`src/rtl/y86_mem_arbiter.sv`:
```
// Two-port arbiter for the shared y86 memory bus.
// Port 0 (CPU) has default priority; port 1 (DMA/debug loader) is forced
// through once port 0 has won STARVE_MAX consecutive contested decisions.
// All outputs derive from registered state; nothing is combinational from inputs.
//
// state  | meaning
// -------+--------------------------------------------------------------
// IDLE   | no transfer in flight; arbitrate any pending request
// ACCESS | latched transfer driven onto the bus for one cycle, gnt pulsed
// WAIT   | read in flight; count down until mem_rdata is valid, then capture
module y86_mem_arbiter #(
    parameter int AW         = 32,
    parameter int DW         = 32,
    parameter int RD_LAT     = 1,
    parameter int STARVE_MAX = 4
) (
    input  logic          clk,
    input  logic          rst,

    input  logic          m0_req,
    input  logic          m0_we,
    input  logic [AW-1:0] m0_addr,
    input  logic [DW-1:0] m0_wdata,
    output logic          m0_gnt,
    output logic          m0_rvalid,
    output logic [DW-1:0] m0_rdata,

    input  logic          m1_req,
    input  logic          m1_we,
    input  logic [AW-1:0] m1_addr,
    input  logic [DW-1:0] m1_wdata,
    output logic          m1_gnt,
    output logic          m1_rvalid,
    output logic [DW-1:0] m1_rdata,

    output logic [AW-1:0] mem_addr,
    output logic [DW-1:0] mem_wdata,
    output logic          mem_we,
    output logic          mem_re,
    input  logic [DW-1:0] mem_rdata,

    output logic          busy
);

    typedef enum logic [1:0] {
        S_IDLE   = 2'd0,
        S_ACCESS = 2'd1,
        S_WAIT   = 2'd2
    } state_t;

    // Read latency fits in 3 bits (1..7); starve limit fits in 4 bits (1..15).
    localparam logic [2:0] CNT_LOAD   = 3'(RD_LAT - 1);
    localparam logic [3:0] STARVE_TOP = 4'(STARVE_MAX);

    state_t          state;
    state_t          state_nxt;

    logic            owner;
    logic            we_q;
    logic [AW-1:0]   addr_q;
    logic [DW-1:0]   wdata_q;
    logic [2:0]      cnt;
    logic [3:0]      starve;

    logic [DW-1:0]   rdata0_q;
    logic [DW-1:0]   rdata1_q;
    logic            rvalid0_q;
    logic            rvalid1_q;

    logic            any_req;
    logic            pick1;
    logic            decide;
    logic            capture;

    // Winner selection: port 1 only when alone or when port 0 has starved it.
    always_comb begin
        any_req = m0_req | m1_req;
        pick1   = m1_req & (~m0_req | (starve == STARVE_TOP));
        decide  = (state == S_IDLE) & any_req;
        capture = (state == S_WAIT) & (cnt == 3'd0);
    end

    // State register.
    always_ff @(posedge clk) begin
        if (rst) begin
            state <= S_IDLE;
        end else begin
            state <= state_nxt;
        end
    end

    // Next-state and bus/grant outputs, all decoded from registered state.
    always_comb begin
        state_nxt = state;
        mem_addr  = '0;
        mem_wdata = '0;
        mem_we    = 1'b0;
        mem_re    = 1'b0;
        m0_gnt    = 1'b0;
        m1_gnt    = 1'b0;
        busy      = (state != S_IDLE);
        case (state)
            S_IDLE: begin
                if (any_req) begin
                    state_nxt = S_ACCESS;
                end
            end
            S_ACCESS: begin
                mem_addr  = addr_q;
                mem_wdata = wdata_q;
                mem_we    = we_q;
                mem_re    = ~we_q;
                m0_gnt    = ~owner;
                m1_gnt    = owner;
                state_nxt = we_q ? S_IDLE : S_WAIT;
            end
            S_WAIT: begin
                if (cnt == 3'd0) begin
                    state_nxt = S_IDLE;
                end
            end
            default: begin
                state_nxt = S_IDLE;
            end
        endcase
    end

    // Latch the winning request's transfer at the arbitration decision.
    always_ff @(posedge clk) begin
        if (rst) begin
            owner   <= 1'b0;
            we_q    <= 1'b0;
            addr_q  <= '0;
            wdata_q <= '0;
        end else if (decide) begin
            owner   <= pick1;
            we_q    <= pick1 ? m1_we    : m0_we;
            addr_q  <= pick1 ? m1_addr  : m0_addr;
            wdata_q <= pick1 ? m1_wdata : m0_wdata;
        end
    end

    // Read latency down-counter: loaded on a read ACCESS, terminal count ends WAIT.
    always_ff @(posedge clk) begin
        if (rst) begin
            cnt <= 3'd0;
        end else if ((state == S_ACCESS) && !we_q) begin
            cnt <= CNT_LOAD;
        end else if ((state == S_WAIT) && (cnt != 3'd0)) begin
            cnt <= cnt - 3'd1;
        end
    end

    // Starvation counter: counts contested port-0 wins, saturating at the limit.
    always_ff @(posedge clk) begin
        if (rst) begin
            starve <= 4'd0;
        end else if (!m1_req) begin
            starve <= 4'd0;
        end else if (decide) begin
            if (pick1) begin
                starve <= 4'd0;
            end else if (starve != STARVE_TOP) begin
                starve <= starve + 4'd1;
            end
        end
    end

    // Read data capture and the one-cycle rvalid that follows it.
    always_ff @(posedge clk) begin
        if (rst) begin
            rdata0_q  <= '0;
            rdata1_q  <= '0;
            rvalid0_q <= 1'b0;
            rvalid1_q <= 1'b0;
        end else begin
            rvalid0_q <= capture & ~owner;
            rvalid1_q <= capture & owner;
            if (capture && !owner) begin
                rdata0_q <= mem_rdata;
            end
            if (capture && owner) begin
                rdata1_q <= mem_rdata;
            end
        end
    end

    assign m0_rvalid = rvalid0_q;
    assign m1_rvalid = rvalid1_q;
    assign m0_rdata  = rdata0_q;
    assign m1_rdata  = rdata1_q;

endmodule
```
`config.mk`:
```
export PLATFORM = sky130hd
export DESIGN_NAME = y86_mem_arbiter
export DESIGN_NICKNAME = d
export VERILOG_FILES = /design/src/rtl/y86_mem_arbiter.sv
export SDC_FILE = /design/constraint.sdc
export NUM_CORES = 1
export LEC_CHECK = 0
export ABC_AREA = 1
export ABC_CLOCK_PERIOD_IN_PS = 1500
export BUFFER_PORTS_ARGS = -buffer_cell sky130_fd_sc_hd__buf_2
export CORE_MARGIN = 2
export CORE_UTILIZATION = 43
export DETAILED_ROUTE_END_ITERATION = 16
export PLACE_DENSITY = 0.77
export RECOVER_POWER = 50
export SYNTH_ARGS = -nofsm -noshare
export SYNTH_HDL_FRONTEND = slang
export SYNTH_SLANG_ARGS = --single-unit
export TNS_END_PERCENT = 50
```
`constraint.sdc`:
```
create_clock -name clk -period 1.5 [get_ports clk]
set_clock_uncertainty 0.15 [all_clocks]
set_input_delay 0.15 -clock clk [delete_from_list [all_inputs] [get_ports clk]]
set_output_delay 0.15 -clock clk [all_outputs]
set_load 0.01 [all_outputs]
```
# After elaboration in Yosys (flattened, before gate mapping)

Index checks and enable logic that the tools add are counted.

Bits in registers: 141
Input port bits: 166
Output and inout port bits: 135
Logic and storage cells: 60

$add $sub $neg: 2
Equal/unequal tests: 6
Muxes and demuxes: 15
Bitwise operators: 11
Reductions and logical operators: 15

Operator list:

| cell                | number |
|---|---|
| $mux 32             | 4 |
| $mux 4              | 2 |
| $mux 2              | 3 |
| $pmux 2 s3          | 1 |
| $and 1x1->1         | 5 |
| $mux 1              | 5 |
| $add 4x1->4 const B | 1 |
| $eq 4x3->1 const B  | 1 |
| $logic_and 1x1->1   | 4 |
| $ne 2x2->1 const B  | 2 |
| $ne 4x3->1 const B  | 1 |
| $not 1->1           | 4 |
| $reduce_and 2->1    | 2 |
| $reduce_bool 2->1   | 2 |
| $reduce_or 2->1     | 2 |
| $logic_not 3->1     | 1 |
| $reduce_bool 3->1   | 1 |
| $sub 3x1->3 const B | 1 |
| $eq 2x1->1 const B  | 1 |
| $eq 2x2->1 const B  | 1 |
| $logic_not 1->1     | 2 |
| $logic_not 2->1     | 1 |
| $or 1x1->1          | 2 |

# Logic depth before layout (Yosys ltp)

Gate-level depths: netlist of run 1.

Depth after elaboration: 5
Depth in mapped cells: 10
Depth with buffers taken out: 9

# Worst setup path after synthesis of run 1

No wires, ideal clock.

Kind: reg2reg
Start: reg starve[0]
End: reg addr_q[10]
Setup time: 70 ps
Data arrival time: 1399 ps
Required time: 1280 ps
Path slack: -119 ps
Cell stages (with the launch flop): 10
Path buffers: 2
Clock period less this slack: 1619 ps
Path through: dfxtp_1 -> inv_1 -> ha_1 -> nand3_1 -> nand2_1 -> nand2_1 -> buf_2 -> buf_2 -> nand2_1 -> a21oi_1

Word-level cells in the longest chain between the ends: 4

Ends and longest elaborated chain:

| item                     | line | source |
|---|---|---|
| start: declaration       | 63   | `logic [3:0] starve;` |
| start signal: assignment | 164  | `starve <= starve + 4'd1;` |
| $eq 4x3->1               | 78   | `pick1 = m1_req & (~m0_req \| (starve == STARVE_TOP));` |
| $or 1x1->1               | 78   |  |
| $and 1x1->1              | 78   |  |
| $mux 32                  | 138  | `addr_q <= pick1 ? m1_addr : m0_addr;` |
| end signal: assignment   | 138  |  |
| end: declaration         | 60   | `logic [AW-1:0] addr_q;` |

No other way between the ends.
A chain may end at the register's enable or synchronous reset.

# Worst setup path after layout of run 1

Start: reg cnt[0]
End: reg rdata1_q[1] (netlist: m1_rdata[1])

Word-level cells in the longest chain between the ends: 3

Ends and longest elaborated chain:

| item                     | line | source |
|---|---|---|
| start: declaration       | 62   | `logic [2:0] cnt;` |
| start signal: assignment | 150  | `cnt <= cnt - 3'd1;` |
| $logic_not 3->1          | 80   | `capture = (state == S_WAIT) & (cnt == 3'd0);` |
| $and 1x1->1              | 80   |  |
| $logic_and 1x1->1        | 182  | `if (capture && owner) begin` |
| end signal: assignment   | 183  | `rdata1_q <= mem_rdata;` |
| end: declaration         | 66   | `logic [DW-1:0] rdata1_q;` |

No other way between the ends.

==> flow_results.xml, run 1 <==
<?xml version="1.0" encoding="UTF-8"?>
<metrics>
  <group name="pwr">
    <metric name="power_leakage" unit="nW">5.80</metric>
    <metric name="powerDensity" unit="mW/mm2">927</metric>
    <metric name="seq_power_share" unit="">0.352</metric>
    <metric name="comb_power_share" unit="">0.268</metric>
    <metric name="power.switching" unit="mW">3.99</metric>
    <metric name="max-vdd-ir-drop" unit="mV">0.789</metric>
    <metric name="cellInternalPower" unit="mW">7.93</metric>
    <metric name="pwr-share-clk" unit="">0.381</metric>
    <metric name="switching_portion_of_total_power" unit="">0.335</metric>
  </group>
  <group name="cts">
    <metric name="numCtsBuffers" unit="">17</metric>
    <metric name="tritoncts_clock_tree" unit="">built</metric>
    <metric name="ctsLongestPathBuffers" unit="">2</metric>
    <metric name="cts_root_buf" unit="">sky130_fd_sc_hd__clkbuf_16</metric>
    <metric name="clock-sinks" unit="">141</metric>
    <metric name="cts_htree_levels" unit="">4</metric>
    <metric name="clkTransAtPathRegs" unit="ns">0.07</metric>
    <metric name="clk_latency" unit="ns">0.43</metric>
  </group>
  <group name="timing">
    <metric name="hold-worst-slack" unit="ns">0.111</metric>
    <metric name="maxSlewViolCount" unit="">0</metric>
    <metric name="final_setup_vio_count" unit="">203</metric>
    <metric name="number_of_endpoints_with_negative_hold_slack_in_the_final_report" unit="">0</metric>
    <metric name="final_worst_slack" unit="ns">-0.382</metric>
    <metric name="worst_slew_pin_slew" unit="ns">0.989</metric>
    <metric name="final.min_clock_period" unit="ns">1.88</metric>
    <metric name="rsz0062_at_grt" unit="">yes</metric>
    <metric name="final_min_period_over_clock_period" unit="">1.25</metric>
    <metric name="max_freq" unit="MHz">531</metric>
    <metric name="max_slew_margin" unit="">0.340</metric>
  </group>
  <group name="worst_setup_path">
    <metric name="critical_path.n_buffers_inverters" unit="">3</metric>
    <metric name="required" unit="ns">1.66</metric>
    <metric name="worst-path-max-fanout" unit="">9</metric>
    <metric name="setup.worst_path.start_class" unit="">register</metric>
    <metric name="critical_path_cell_count" unit="">8</metric>
    <metric name="slowest_delay" unit="ns">0.33</metric>
    <metric name="worstPathCellList" unit="">inv_2 -&gt; ha_4 -&gt; nand2_4 -&gt; nor3_4 -&gt; buf_6 -&gt; buf_12 -&gt; nand3_1 -&gt; a21oi_2</metric>
    <metric name="cell_type_group_with_the_largest_total_delay_on_the_critical_path" unit="">buffers and inverters</metric>
    <metric name="rr_worst_depth" unit="">8</metric>
    <metric name="criticalPathCategory" unit="">reg -&gt; reg</metric>
    <metric name="critical_path_arrival" unit="ns">2.04</metric>
    <metric name="crit_path_top_delay_cell" unit="">sky130_fd_sc_hd__dfxtp_2</metric>
    <metric name="endpoint_kind" unit="">register</metric>
  </group>
  <group name="grt">
    <metric name="met1_usage" unit="">0.370</metric>
    <metric name="grt_max_degree" unit="">70</metric>
    <metric name="vias_in_the_first_global_route" unit="">9013</metric>
    <metric name="grt_pass1_wl" unit="mm">44.1</metric>
    <metric name="grt.met2_usage" unit="">0.574</metric>
    <metric name="gr-usage-met3" unit="">0.0977</metric>
    <metric name="most_congested_layer_reported_by_global_routing" unit="">met2</metric>
    <metric name="track_usage" unit="">0.339</metric>
    <metric name="antenna_violations_before_repair" unit="">4</metric>
    <metric name="globalRouteOverflowTotal" unit="">0</metric>
  </group>
  <group name="place">
    <metric name="dpl.hpwl" unit="mm">14.0</metric>
    <metric name="placement.io_buffers" unit="">300</metric>
    <metric name="finalWeightedCongestion" unit="">0.886</metric>
    <metric name="post-place-ws" unit="ns">-0.165</metric>
  </group>
  <group name="die">
    <metric name="core" unit="mm2">0.0151</metric>
    <metric name="io-pin-count" unit="">301</metric>
    <metric name="floorplan.rows" unit="">45</metric>
    <metric name="die_h" unit="um">128</metric>
    <metric name="die_x" unit="um">128</metric>
    <metric name="floorplan_die_area" unit="mm2">0.0165</metric>
    <metric name="start_util" unit="">0.438</metric>
  </group>
  <group name="final_layout">
    <metric name="fillCellCount" unit="">717</metric>
    <metric name="final_util" unit="">0.849</metric>
    <metric name="final_net_count" unit="">1652</metric>
    <metric name="register_area" unit="mm2">0.00283</metric>
    <metric name="multiInputGateArea" unit="mm2">0.00406</metric>
    <metric name="final_layout_size_suffix_gt1_frac" unit="">0.418</metric>
    <metric name="syn_to_final_growth" unit="%">93.7</metric>
  </group>
  <group name="synth">
    <metric name="syn_inst" unit="">1001</metric>
    <metric name="seq_total_area_yosys" unit="">0.425</metric>
    <metric name="syn_avg_cell_area" unit="um2">6.63</metric>
    <metric name="synth_cell_type_count" unit="">21</metric>
    <metric name="postSynthRegisterBits" unit="">141</metric>
    <metric name="syn_area" unit="mm2">0.00664</metric>
    <metric name="synth_nets" unit="">1171</metric>
    <metric name="synth_warn" unit="">0</metric>
  </group>
  <group name="drt">
    <metric name="detail_route.vias_per_cell" unit="">6.04</metric>
    <metric name="antenna_violating_nets_post_route" unit="">0</metric>
    <metric name="via_count" unit="">10200</metric>
    <metric name="pre_repair_dr_iteration_count" unit="">7</metric>
    <metric name="drt_first_iter_violations" unit="">1198</metric>
    <metric name="avgRoutedWirePerCell" unit="um">23.1</metric>
    <metric name="drt-total-wl" unit="mm">39.0</metric>
    <metric name="drc" unit="">0</metric>
  </group>
  <group name="status">
    <metric name="status" unit="">finished with violations</metric>
    <metric name="failed_checks" unit="">negative setup slack</metric>
  </group>
  <group name="min_path">
    <metric name="hold_path.class" unit="">in -&gt; reg</metric>
    <metric name="holdPathStages" unit="">4</metric>
  </group>
  <group name="flow_run">
    <metric name="cap_violations" unit="">0</metric>
  </group>
</metrics>
## cells in the mapped netlist
library cell,count,share of area
sky130_fd_sc_hd__nand2_1,212,0.12
sky130_fd_sc_hd__dfxtp_1,141,0.43
sky130_fd_sc_hd__inv_1,141,0.080
sky130_fd_sc_hd__nand3_1,138,0.10
sky130_fd_sc_hd__a21oi_1,135,0.10
sky130_fd_sc_hd__nor2_1,74,0.042
sky130_fd_sc_hd__o21ai_0,65,0.049
sky130_fd_sc_hd__clkbuf_1,37,0.021
sky130_fd_sc_hd__buf_2,30,0.023
sky130_fd_sc_hd__buf_6,5,0.0085
sky130_fd_sc_hd__buf_1,4,0.0023
sky130_fd_sc_hd__ha_1,4,0.0075
sky130_fd_sc_hd__inv_2,3,0.0017
sky130_fd_sc_hd__a211oi_1,2,0.0023
sky130_fd_sc_hd__buf_4,2,0.0023
sky130_fd_sc_hd__o21bai_1,2,0.0023
sky130_fd_sc_hd__xor2_1,2,0.0026
sky130_fd_sc_hd__clkinv_1,1,0.00056
sky130_fd_sc_hd__nor2_4,1,0.0017
sky130_fd_sc_hd__nor3_4,1,0.0024
sky130_fd_sc_hd__o21ai_2,1,0.0013
## cells by family after synthesis
kind of cell	count (synthesis)	share of synthesized area
and+or+nand+nor	426	0.270
buffers and inverters	223	0.138
AOI/OAI and AO/OA	205	0.157
DFF	141	0.425
adders and majority gates	4	0.00754
xor gates and xnor gates	2	0.00264
## sequential cells by signal (all words and copies together), names as in the netlist
register,flops
addr_q,32
cnt,3
m0_rdata,32
m0_rvalid,1
m1_rdata,32
m1_rvalid,1
owner,1
starve,4
state,2
wdata_q,32
we_q,1
## stage by stage
stage          cell area [um2]  power, mW  cells  TNS [ns]
2_1_floorplan             6670       5.24   1001    -0.570
3_3_place_gp              8450       5.91   1448     -3.09
3_5_place_dp              8450       5.93   1448     -9.15
4_1_cts                  11400       11.0   1665    -26.25
5_1_grt                  12900       12.2   1684    -46.32
6_report                 12900       11.9   1685    -34.83
## cell type report
| type | count | area share |
|---|---|---|
| Timing Repair Buffer | 539 | 0.355 |
| Multi-Input combinational cell | 638 | 0.315 |
| Sequential cell | 141 | 0.220 |
| Inverter | 145 | 0.0429 |
| Clock buffer | 17 | 0.0331 |
| Tap cell | 188 | 0.0183 |
| Clock inverter | 15 | 0.0148 |
| Antenna cell | 2 | 0.000389 |
## worst paths after layout
path | to | start | slack (ns)
max | m1_rdata[1]$_SDFFE_PP0P_ | cnt[0]$_SDFFE_PP0P_ | -0.38
min | state[0]$_SDFFE_PP0P_ | m0_req | 0.11
max reg2reg | m1_rdata[1]$_SDFFE_PP0P_ | cnt[0]$_SDFFE_PP0P_ | -0.38
min reg2reg | m1_rdata[20]$_SDFFE_PP0P_ | m1_rdata[20]$_SDFFE_PP0P_ | 0.32
## repair_timing
action	in CTS	in global routing
hold buffers	163	0
endpoints found under the hold margin	130	0
pin swaps	18	48
endpoints found under the setup margin	199	206
cloned	13	17
gates resized for setup	87	298
setup buffers	9	3
## worst min-delay path: cells and delay by family
family | cells | cell delay, ns
buf+inv | 2 | 0.32
simple gates | 1 | 0.07
compound gates | 1 | 0.11
## layout by cell type, fill, tap and decap left out, types with 4 or more instances in the layout
master / n
sky130_fd_sc_hd__inv_6: 7
sky130_fd_sc_hd__clkbuf_1: 34
sky130_fd_sc_hd__nand3_2: 19
sky130_fd_sc_hd__nand2_1: 131
sky130_fd_sc_hd__buf_6: 38
sky130_fd_sc_hd__clkbuf_16: 32
sky130_fd_sc_hd__inv_2: 8
sky130_fd_sc_hd__inv_1: 133
sky130_fd_sc_hd__nor2_2: 25
sky130_fd_sc_hd__dfxtp_1: 136
sky130_fd_sc_hd__dlygate4sd3_1: 163
sky130_fd_sc_hd__nand3_1: 117
sky130_fd_sc_hd__inv_8: 4
sky130_fd_sc_hd__o21ai_0: 64
sky130_fd_sc_hd__a21oi_2: 76
sky130_fd_sc_hd__buf_2: 239
sky130_fd_sc_hd__nand2_2: 39
sky130_fd_sc_hd__nand2_4: 38
sky130_fd_sc_hd__nand2_8: 5
sky130_fd_sc_hd__buf_16: 13
sky130_fd_sc_hd__nor2_1: 23
sky130_fd_sc_hd__nor2_4: 27
sky130_fd_sc_hd__buf_4: 23
sky130_fd_sc_hd__a21oi_1: 59
sky130_fd_sc_hd__buf_12: 14
## routing by layer
metal  part of all wire  vias up  wire (um)
li1                   -     4141          -
met1               0.31     4490      12000
met2               0.46     1091      17800
met3               0.13      446       5120
met4               0.11        2       4110
met5            0.00033        -         13
## power by group through the flow
stage / registers [mW] / clock network, mW / logic (mW)
after global placement: 4.21 / 0 / 1.71
after floorplan: 4.20 / 0 / 1.04
final: 4.20 / 4.54 / 3.19
after detailed placement: 4.21 / 0 / 1.73
after CTS: 4.13 / 4.48 / 2.36
after global routing: 4.20 / 4.70 / 3.34
Note: power is estimated with default switching activity, not from simulation.
==> run 2: changes to the inputs <==
--- a/config.mk
+++ b/config.mk
@@ -13,6 +13,8 @@
 export DETAILED_ROUTE_END_ITERATION = 16
 export PLACE_DENSITY = 0.77
 export RECOVER_POWER = 50
+export REMOVE_ABC_BUFFERS = 1
+export SLEW_MARGIN = 15
 export SYNTH_ARGS = -nofsm -noshare
 export SYNTH_HDL_FRONTEND = slang
 export SYNTH_SLANG_ARGS = --single-unit
==> run 2 against run 1 <==
Net effect: the run now fails in global routing (5_1_grt); synthesized cell count stayed put; synthesized area stayed put.
==> flow_results.xml, run 2 <==
<?xml version="1.0" encoding="UTF-8"?>
<metrics>
  <group name="status">
    <metric name="status" unit="">did not finish</metric>
    <metric name="outcome.stop_stage" unit="">global routing (5_1_grt)</metric>
    <metric name="toolErrorMsg" unit="">[ERROR GRT-0232] Routing congestion too high. Check the congestion heatmap in the GUI.</metric>
  </group>
  <group name="synth">
    <metric name="synth_top_area_cell" unit="">sky130_fd_sc_hd__dfxtp_1</metric>
    <metric name="postSynth.topFlopCell" unit="">sky130_fd_sc_hd__dfxtp_1</metric>
    <metric name="syn_area" unit="mm2">0.00664</metric>
    <metric name="postSynthRegisterBits" unit="">141</metric>
    <metric name="syn_avg_cell_area" unit="um2">6.63</metric>
    <metric name="synth_largest_type_area_fraction" unit="">0.425</metric>
    <metric name="main_combinational_cell_family_by_area_after_synthesis" unit="">simple AND/OR/NAND/NOR gates</metric>
    <metric name="proportion_of_synthesized_area_in_mux_cells" unit="">0</metric>
    <metric name="synthTopCellsByArea" unit="">sky130_fd_sc_hd__dfxtp_1 43%, sky130_fd_sc_hd__nand2_1 12%, sky130_fd_sc_hd__nand3_1 10%</metric>
    <metric name="syn_inst" unit="">1001</metric>
    <metric name="yosysMostFrequentCell" unit="">sky130_fd_sc_hd__nand2_1</metric>
    <metric name="post_synth_fa_ha_maj_area_fraction" unit="">0.00754</metric>
    <metric name="synth_edf_count" unit="">0</metric>
    <metric name="fraction_of_the_mapped_netlist_area_in_compound_gates" unit="">0.157</metric>
    <metric name="synth_top_cells_by_count" unit="">212 x sky130_fd_sc_hd__nand2_1, 141 x sky130_fd_sc_hd__dfxtp_1, 141 x sky130_fd_sc_hd__inv_1, 138 x sky130_fd_sc_hd__nand3_1, 135 x sky130_fd_sc_hd__a21oi_1</metric>
    <metric name="synth_cell_type_count" unit="">21</metric>
    <metric name="synth_warn" unit="">0</metric>
    <metric name="post_synth_xor_area_fraction" unit="">0.00264</metric>
    <metric name="asyncSetResetFlopFracSynth" unit="">0</metric>
    <metric name="seq_total_area_yosys" unit="">0.425</metric>
    <metric name="post_synth_and_or_nand_nor_area_fraction" unit="">0.270</metric>
  </group>
  <group name="place">
    <metric name="placedInstanceArea" unit="mm2">0.00851</metric>
    <metric name="finalWeightedCongestion" unit="">0.859</metric>
    <metric name="dpl.hpwl" unit="mm">14.6</metric>
    <metric name="placedCellCount" unit="">1457</metric>
    <metric name="placement.io_buffers" unit="">300</metric>
  </group>
  <group name="die">
    <metric name="start_util" unit="">0.438</metric>
    <metric name="io-pin-count" unit="">301</metric>
    <metric name="floorplan.rows" unit="">45</metric>
    <metric name="die_h" unit="um">128</metric>
    <metric name="die_x" unit="um">128</metric>
  </group>
  <group name="grt">
    <metric name="grt_max_degree" unit="">70</metric>
    <metric name="track_usage" unit="">0.701</metric>
    <metric name="globalRouteOverflowTotal" unit="">2</metric>
  </group>
  <group name="cts">
    <metric name="cts_root_buf" unit="">sky130_fd_sc_hd__clkbuf_16</metric>
    <metric name="ctsLongestPathBuffers" unit="">2</metric>
    <metric name="clock-sinks" unit="">141</metric>
    <metric name="cts_htree_levels" unit="">4</metric>
    <metric name="numCtsBuffers" unit="">17</metric>
  </group>
  <group name="timing">
    <metric name="repair-timing-grt-worst-ep" unit="">mem_wdata[10]</metric>
    <metric name="worst-ep-kind" unit="">top-level output</metric>
  </group>
</metrics>
[run 2: cell counts after synthesis]
Identical to the previous run, type by type.
[run 2: metrics by stage]
step / hold WS [ns] / util / worst slack, ns
3_5_place_dp: 0.257 / 0.562 / -0.144
3_3_place_gp: 0.254 / 0.562 / -0.0938
4_1_cts: -0.0774 / 0.803 / -0.254
2_1_floorplan: 0.0691 / - / -2.08
[run 2: logic make-up after synthesis]
| group | Yosys count |
|---|---|
| AOI/OAI and AO/OA | 205 |
| xor gates and xnor gates | 2 |
| adders and majority gates | 4 |
| buffers and inverters | 223 |
| DFF | 141 |
| and+or+nand+nor | 426 |
[run 2: per-layer routing]
metal | GRT overflow | track usage
met1 | 0 | 0.691
met2 | 0 | 0.908
met3 | 0 | 0.495
met4 | 2 | 0.734
met5 | 0 | 0.136
[run 2: what timing repair did]
action                                  CTS
pin swaps                                47
resized for setup                       203
endpoints found under the setup margin  198
hold buffers                            163
endpoints found under the hold margin   131
cloned                                   23
buffers inserted                         24
==> run 3: changes to the inputs <==
--- a/config.mk
+++ b/config.mk
@@ -6,12 +6,12 @@
 export NUM_CORES = 1
 export LEC_CHECK = 0
 export ABC_AREA = 1
-export ABC_CLOCK_PERIOD_IN_PS = 1500
+export ABC_CLOCK_PERIOD_IN_PS = 1950
 export BUFFER_PORTS_ARGS = -buffer_cell sky130_fd_sc_hd__buf_2
 export CORE_MARGIN = 2
-export CORE_UTILIZATION = 43
+export CORE_UTILIZATION = 40
 export DETAILED_ROUTE_END_ITERATION = 16
-export PLACE_DENSITY = 0.77
+export PLACE_DENSITY_LB_ADDON = 0.15
 export RECOVER_POWER = 50
 export REMOVE_ABC_BUFFERS = 1
 export SLEW_MARGIN = 15
==> constraint.sdc (replaced) <==
create_clock -name clk -period 1.95 [get_ports clk]
set_clock_uncertainty 0.15 [all_clocks]
set_input_delay 0.195 -clock clk [delete_from_list [all_inputs] [get_ports clk]]
set_output_delay 0.195 -clock clk [all_outputs]
set_load 0.01 [all_outputs]
==> run 3 against run 2 <==
Net effect: the run now ends clean.
==> flow_results.xml, run 3 (same netlist as run 1, synthesis figures left out) <==
<?xml version="1.0" encoding="UTF-8"?>
<metrics>
  <group name="cts">
    <metric name="numCtsBuffers" unit="">17</metric>
    <metric name="clock-sinks" unit="">141</metric>
    <metric name="cts_root_buf" unit="">sky130_fd_sc_hd__clkbuf_16</metric>
    <metric name="clk_latency" unit="ns">0.42</metric>
    <metric name="cts_htree_levels" unit="">4</metric>
    <metric name="tritoncts_clock_tree" unit="">built</metric>
    <metric name="clkTransAtPathRegs" unit="ns">0.06</metric>
    <metric name="post-cts-setup-buffer-count" unit="">0</metric>
    <metric name="ctsLongestPathBuffers" unit="">2</metric>
  </group>
  <group name="worst_setup_path">
    <metric name="crit_path_top_delay_cell" unit="">sky130_fd_sc_hd__dfxtp_1</metric>
    <metric name="worst_r2r_endpoint" unit="">m0_rdata[18]$_SDFFE_PP0P_</metric>
    <metric name="criticalPathCategory" unit="">reg -&gt; out</metric>
    <metric name="cell_type_group_with_the_largest_total_delay_on_the_critical_path" unit="">buffers and inverters</metric>
    <metric name="rr_worst_depth" unit="">8</metric>
    <metric name="ff2ff_setup_slack" unit="ns">0.17</metric>
    <metric name="worst-path-max-fanout" unit="">14</metric>
    <metric name="critical_path.n_buffers_inverters" unit="">3</metric>
    <metric name="slowest_delay" unit="ns">0.34</metric>
    <metric name="endpoint_kind" unit="">primary output</metric>
    <metric name="endpoint" unit="">mem_wdata[9]</metric>
    <metric name="worstPathCellList" unit="">inv_2 -&gt; nand2_4 -&gt; buf_4 -&gt; nor2_1 -&gt; buf_2</metric>
    <metric name="critical_path_cell_count" unit="">5</metric>
    <metric name="critical_path_arrival" unit="ns">1.49</metric>
    <metric name="crit_start" unit="">state[1]$_SDFFE_PP0P_</metric>
    <metric name="required" unit="ns">1.60</metric>
    <metric name="setup.worst_path.start_class" unit="">register</metric>
    <metric name="r2r_start" unit="">cnt[0]$_SDFFE_PP0P_</metric>
  </group>
  <group name="place">
    <metric name="finalWeightedCongestion" unit="">0.818</metric>
    <metric name="dpl.hpwl" unit="mm">14.2</metric>
    <metric name="post-place-ws" unit="ns">0.199</metric>
    <metric name="placedCellCount" unit="">1464</metric>
    <metric name="placement.io_buffers" unit="">300</metric>
  </group>
  <group name="final_layout">
    <metric name="fin_cells" unit="">1657</metric>
    <metric name="num_antenna_cells" unit="">0</metric>
    <metric name="fillCellCount" unit="">1448</metric>
    <metric name="syn_to_final_growth" unit="%">57.6</metric>
    <metric name="final_cell_mix" unit="">234 x sky130_fd_sc_hd__buf_2, 209 x sky130_fd_sc_hd__nand2_1, 160 x sky130_fd_sc_hd__dlygate4sd3_1, 141 x sky130_fd_sc_hd__inv_1, 140 x sky130_fd_sc_hd__dfxtp_1</metric>
    <metric name="final_net_count" unit="">1594</metric>
    <metric name="multiInputGateArea" unit="mm2">0.00292</metric>
    <metric name="final_layout_size_suffix_gt1_frac" unit="">0.209</metric>
    <metric name="register_area" unit="mm2">0.00282</metric>
    <metric name="layout_commonest_cell" unit="">sky130_fd_sc_hd__buf_2</metric>
  </group>
  <group name="grt">
    <metric name="globalRouteOverflowTotal" unit="">0</metric>
    <metric name="grt_pass1_wl" unit="mm">37.2</metric>
    <metric name="vias_in_the_first_global_route" unit="">7722</metric>
    <metric name="antenna_violations_before_repair" unit="">0</metric>
    <metric name="grt_max_degree" unit="">70</metric>
    <metric name="track_usage" unit="">0.258</metric>
  </group>
  <group name="pwr">
    <metric name="power.switching" unit="mW">2.36</metric>
    <metric name="comb_power_share" unit="">0.203</metric>
    <metric name="cellInternalPower" unit="mW">5.47</metric>
    <metric name="pwr-share-clk" unit="">0.390</metric>
    <metric name="switching_portion_of_total_power" unit="">0.302</metric>
    <metric name="totalPowerFinal" unit="mW">7.83</metric>
    <metric name="seq_power_share" unit="">0.406</metric>
    <metric name="powerDensity" unit="mW/mm2">748</metric>
    <metric name="power_leakage" unit="nW">4.98</metric>
    <metric name="max-vdd-ir-drop" unit="mV">0.663</metric>
  </group>
  <group name="flow_run">
    <metric name="cap_violations" unit="">0</metric>
  </group>
  <group name="drt">
    <metric name="via_count" unit="">8129</metric>
    <metric name="avgRoutedWirePerCell" unit="um">14.4</metric>
    <metric name="drt-total-wl" unit="mm">23.8</metric>
    <metric name="antenna_violating_nets_post_route" unit="">0</metric>
    <metric name="pre_repair_dr_iteration_count" unit="">5</metric>
    <metric name="drc" unit="">0</metric>
    <metric name="drt_first_iter_violations" unit="">523</metric>
    <metric name="detail_route.vias_per_cell" unit="">4.91</metric>
  </group>
  <group name="die">
    <metric name="start_util" unit="">0.405</metric>
    <metric name="io-pin-count" unit="">301</metric>
    <metric name="die_h" unit="um">133</metric>
    <metric name="floorplan_die_area" unit="mm2">0.0177</metric>
    <metric name="core" unit="mm2">0.0164</metric>
    <metric name="floorplan.rows" unit="">47</metric>
    <metric name="die_x" unit="um">133</metric>
  </group>
  <group name="timing">
    <metric name="worst_slew_pin_slew" unit="ns">0.704</metric>
    <metric name="number_of_endpoints_with_negative_hold_slack_in_the_final_report" unit="">0</metric>
    <metric name="final_min_period_over_clock_period" unit="">0.939</metric>
    <metric name="final_worst_slack" unit="ns">0.119</metric>
    <metric name="final_setup_vio_count" unit="">0</metric>
    <metric name="setup_total_negative_slack" unit="ns">0</metric>
    <metric name="max_slew_margin" unit="">0.531</metric>
    <metric name="final.min_clock_period" unit="ns">1.83</metric>
    <metric name="maxSlewViolCount" unit="">0</metric>
    <metric name="rsz0062_at_grt" unit="">yes</metric>
    <metric name="max_freq" unit="MHz">546</metric>
  </group>
  <group name="min_path">
    <metric name="hold_path.class" unit="">in -&gt; reg</metric>
  </group>
  <group name="status">
    <metric name="status" unit="">completed</metric>
  </group>
</metrics>
run 3: worst min path at each step:
stage | startpoint | end | slack, ns | cells after the start
detailed placement | m0_rdata[31]$_SDFFE_PP0P_ | m0_rdata[31]$_SDFFE_PP0P_ | 0.30 | 2
finish | m1_req | owner$_SDFFE_PP0P_ | 0.02 | 3
global route | m1_req | owner$_SDFFE_PP0P_ | 0.03 | 3
floorplan | rst | m0_rdata[0]$_SDFFE_PP0P_ | 0.11 | 1
CTS | m1_wdata[14] | wdata_q[14]$_SDFFE_PP0P_ | 0.000008 | 5
global placement | m0_rdata[31]$_SDFFE_PP0P_ | m0_rdata[31]$_SDFFE_PP0P_ | 0.29 | 2
run 3: final cells by class:
type / count / share of cell area
timing repair buffer: 482 / 0.320
clock buffer: 17 / 0.0406
sequential: 141 / 0.270
inverter: 145 / 0.0521
multi-input combinational: 637 / 0.279
clock inverter: 15 / 0.0123
tap: 220 / 0.0263
run 3: power by group through the flow:
stage	registers, mW	clock network, mW	logic, mW
6_report	3.18	3.05	1.59
5_1_grt	3.20	3.24	1.76
4_1_cts	3.18	3.12	1.55
3_5_place_dp	3.24	0	1.30
3_3_place_gp	3.24	0	1.29
2_1_floorplan	3.24	0	0.682
run 3: worst min-delay path: stages:
cell and delay (ns):
sky130_fd_sc_hd__buf_2 0.17, sky130_fd_sc_hd__nand3_1 0.10, sky130_fd_sc_hd__a21oi_1 0.06
run 3: per-layer routing:
layer  routed length (um)  track usage
met1                10100        0.318
met2                11300        0.441
met3                 1790       0.0563
met4                  598       0.0980
met5                    0            0
run 3: what timing repair did:
| item | in CTS | in global routing |
|---|---|---|
| endpoints found under the setup margin | 1 | 12 |
| cloned | 0 | 1 |
| gates resized for setup | 1 | 4 |
| hold buffers | 160 | 0 |
| hold endpoints to repair | 131 | 0 |
run 3: metrics by stage:
stage	util	instance area, um2	hold slack [ns]
floorplan	-	6270	0.114
CTS	0.641	10500	0.00000805
finish	0.638	10500	0.0190
detailed placement	0.509	8360	0.299
global route	0.638	10500	0.0346
global placement	0.509	8360	0.295
==> run 4: changes to the inputs <==
--- a/config.mk
+++ b/config.mk
@@ -8,8 +8,10 @@
 export ABC_AREA = 1
 export ABC_CLOCK_PERIOD_IN_PS = 1950
 export BUFFER_PORTS_ARGS = -buffer_cell sky130_fd_sc_hd__buf_2
+export CELL_PAD_IN_SITES_DETAIL_PLACEMENT = 2
+export CELL_PAD_IN_SITES_GLOBAL_PLACEMENT = 2
 export CORE_MARGIN = 2
-export CORE_UTILIZATION = 40
+export CORE_UTILIZATION = 24
 export DETAILED_ROUTE_END_ITERATION = 16
 export PLACE_DENSITY_LB_ADDON = 0.15
 export RECOVER_POWER = 50
==> run 4 against run 3 <==
Net effect: fmax decreased by 2.3%; first-iteration DRC count decreased by 44%; combinational power increased by 11%; clock power increased by 19%; via count increased by 3.6%; clock-buffer cell count unchanged; hold slack improved by 0.0072 ns; sequential share of layout area decreased by 1.2 points; global-route usage decreased by 3.2 points; routed wire length increased by 43%; critical path depth unchanged; largest cell class unchanged; largest power group is now clock; core utilization decreased by 23 points.
==> flow_results.xml, run 4 (same netlist as run 1, synthesis figures left out) <==
<?xml version="1.0" encoding="UTF-8"?>
<metrics>
  <group name="status">
    <metric name="status" unit="">completed</metric>
  </group>
  <group name="cts">
    <metric name="tritoncts_clock_tree" unit="">built</metric>
    <metric name="cts_htree_levels" unit="">4</metric>
    <metric name="cts_root_buf" unit="">sky130_fd_sc_hd__clkbuf_16</metric>
    <metric name="clkTransAtPathRegs" unit="ns">0.07</metric>
    <metric name="ctsLongestPathBuffers" unit="">2</metric>
    <metric name="clock-sinks" unit="">141</metric>
    <metric name="clk_latency" unit="ns">0.42</metric>
    <metric name="numCtsBuffers" unit="">17</metric>
  </group>
  <group name="final_layout">
    <metric name="final_cell_mix" unit="">234 x sky130_fd_sc_hd__buf_2, 207 x sky130_fd_sc_hd__nand2_1, 165 x sky130_fd_sc_hd__dlygate4sd3_1, 140 x sky130_fd_sc_hd__dfxtp_1, 139 x sky130_fd_sc_hd__inv_1</metric>
    <metric name="syn_to_final_growth" unit="%">64.8</metric>
    <metric name="fin_cells" unit="">1798</metric>
    <metric name="final_util" unit="">0.405</metric>
    <metric name="layout_commonest_cell" unit="">sky130_fd_sc_hd__buf_2</metric>
    <metric name="post_route_cell_area" unit="mm2">0.0109</metric>
    <metric name="final_layout_size_suffix_gt1_frac" unit="">0.219</metric>
    <metric name="final_net_count" unit="">1609</metric>
  </group>
  <group name="worst_setup_path">
    <metric name="setup.worst_path.start_class" unit="">register</metric>
    <metric name="ff2ff_setup_slack" unit="ns">0.12</metric>
    <metric name="required" unit="ns">1.60</metric>
    <metric name="endpoint_kind" unit="">primary output</metric>
    <metric name="critical_path_arrival" unit="ns">1.53</metric>
    <metric name="worst-path-max-fanout" unit="">24</metric>
    <metric name="criticalPathCategory" unit="">reg -&gt; out</metric>
  </group>
  <group name="die">
    <metric name="io-pin-count" unit="">301</metric>
    <metric name="core" unit="mm2">0.0270</metric>
    <metric name="floorplan.rows" unit="">60</metric>
    <metric name="floorplan_die_area" unit="mm2">0.0290</metric>
    <metric name="die_x" unit="um">170</metric>
    <metric name="die_h" unit="um">170</metric>
    <metric name="start_util" unit="">0.246</metric>
  </group>
  <group name="place">
    <metric name="placement.io_buffers" unit="">300</metric>
    <metric name="dpl.hpwl" unit="mm">19.7</metric>
    <metric name="finalWeightedCongestion" unit="">0.766</metric>
    <metric name="placedCellCount" unit="">1588</metric>
    <metric name="placedInstanceArea" unit="mm2">0.00852</metric>
  </group>
  <group name="grt">
    <metric name="grt_pass1_wl" unit="mm">51.3</metric>
    <metric name="grt_max_degree" unit="">70</metric>
    <metric name="vias_in_the_first_global_route" unit="">9305</metric>
    <metric name="globalRouteOverflowTotal" unit="">0</metric>
    <metric name="track_usage" unit="">0.226</metric>
    <metric name="antenna_violations_before_repair" unit="">5</metric>
  </group>
  <group name="timing">
    <metric name="final_setup_vio_count" unit="">0</metric>
    <metric name="maxSlewViolCount" unit="">0</metric>
    <metric name="final_min_period_over_clock_period" unit="">0.961</metric>
    <metric name="worst_slew_pin_slew" unit="ns">0.756</metric>
    <metric name="hold-worst-slack" unit="ns">0.0262</metric>
    <metric name="max_freq" unit="MHz">534</metric>
    <metric name="rsz0062_at_grt" unit="">yes</metric>
    <metric name="final.min_clock_period" unit="ns">1.87</metric>
    <metric name="number_of_endpoints_with_negative_hold_slack_in_the_final_report" unit="">0</metric>
    <metric name="max_slew_margin" unit="">0.496</metric>
  </group>
  <group name="pwr">
    <metric name="power_leakage" unit="nW">5.16</metric>
    <metric name="powerDensity" unit="mW/mm2">784</metric>
    <metric name="comb_power_share" unit="">0.205</metric>
    <metric name="seq_power_share" unit="">0.372</metric>
    <metric name="power.switching" unit="mW">2.64</metric>
    <metric name="switching_portion_of_total_power" unit="">0.308</metric>
    <metric name="cellInternalPower" unit="mW">5.93</metric>
    <metric name="max-vdd-ir-drop" unit="mV">0.550</metric>
    <metric name="pwr-share-clk" unit="">0.423</metric>
  </group>
  <group name="drt">
    <metric name="drt_first_iter_violations" unit="">292</metric>
    <metric name="via_count" unit="">8423</metric>
    <metric name="avgRoutedWirePerCell" unit="um">18.9</metric>
    <metric name="antenna_violating_nets_post_route" unit="">0</metric>
    <metric name="pre_repair_dr_iteration_count" unit="">4</metric>
    <metric name="detail_route.vias_per_cell" unit="">4.68</metric>
    <metric name="drc" unit="">0</metric>
    <metric name="drt-total-wl" unit="mm">34.0</metric>
  </group>
  <group name="flow_run">
    <metric name="cap_violations" unit="">0</metric>
  </group>
  <group name="min_path">
    <metric name="hold_path.class" unit="">in -&gt; reg</metric>
  </group>
</metrics>
-- run 4: per-stage QoR --
stage          total power, mW  worst slack [ns]  TNS, ns
6_report                  8.58            0.0758        0
5_1_grt                   9.04          -0.00945  -0.0266
3_5_place_dp              4.65             0.112        0
4_1_cts                   8.60           0.00926        0
3_3_place_gp              4.62             0.220        0
2_1_floorplan             3.92             -1.63  -194.94
-- run 4: layer usage --
metal	track usage	part of all wire	vias to the layer above
met2	0.400	0.50	257
met5	0	0	-
li1	-	-	4048
met4	0.0788	0.023	0
met1	0.265	0.42	4063
met3	0.0579	0.055	55
-- run 4: critical path, stage by stage, from the launching register on --
cell and delay (ns):
sky130_fd_sc_hd__dfxtp_1 0.34, sky130_fd_sc_hd__inv_2 0.12, sky130_fd_sc_hd__nand2_4 0.10, sky130_fd_sc_hd__buf_12 0.18
sky130_fd_sc_hd__nor2_1 0.17, sky130_fd_sc_hd__buf_2 0.17
-- run 4: area by class of cell --
cell class,instances,area (um2)
clock buffers,17,425
diodes,5,12.5
flip-flops and latches,141,2820
multi-input cells,637,2940
clock inverters,15,220
fillers,3241,16100
inverters,145,546
well taps,341,427
repair buffers,497,3550
-- run 4: final timing paths --
path	start	end	cells past startpoint
setup reg to reg	cnt[0]$_SDFFE_PP0P_	m1_rdata[9]$_SDFFE_PP0P_	9
hold / removal	m1_req	owner$_SDFFE_PP0P_	4
hold reg to reg	m1_rdata[7]$_SDFFE_PP0P_	m1_rdata[7]$_SDFFE_PP0P_	2
setup / recovery	state[1]$_SDFFE_PP0P_	mem_addr[5]	5
-- run 4: power groups by stage --
stage	clock network, mW	registers (mW)	logic (mW)
CTS	3.74	3.18	1.68
floorplan	0	3.24	0.682
global placement	0	3.23	1.38
detailed placement	0	3.24	1.41
finish	3.63	3.19	1.76
global route	3.87	3.22	1.96
-- run 4: timing repair --
action,CTS,global route
hold buffers,165,0
buffers inserted,0,3
endpoints found under the hold margin,131,0
pin swaps,0,1
cloned,0,5
endpoints found under the setup margin,18,96
gates resized for setup,1,16
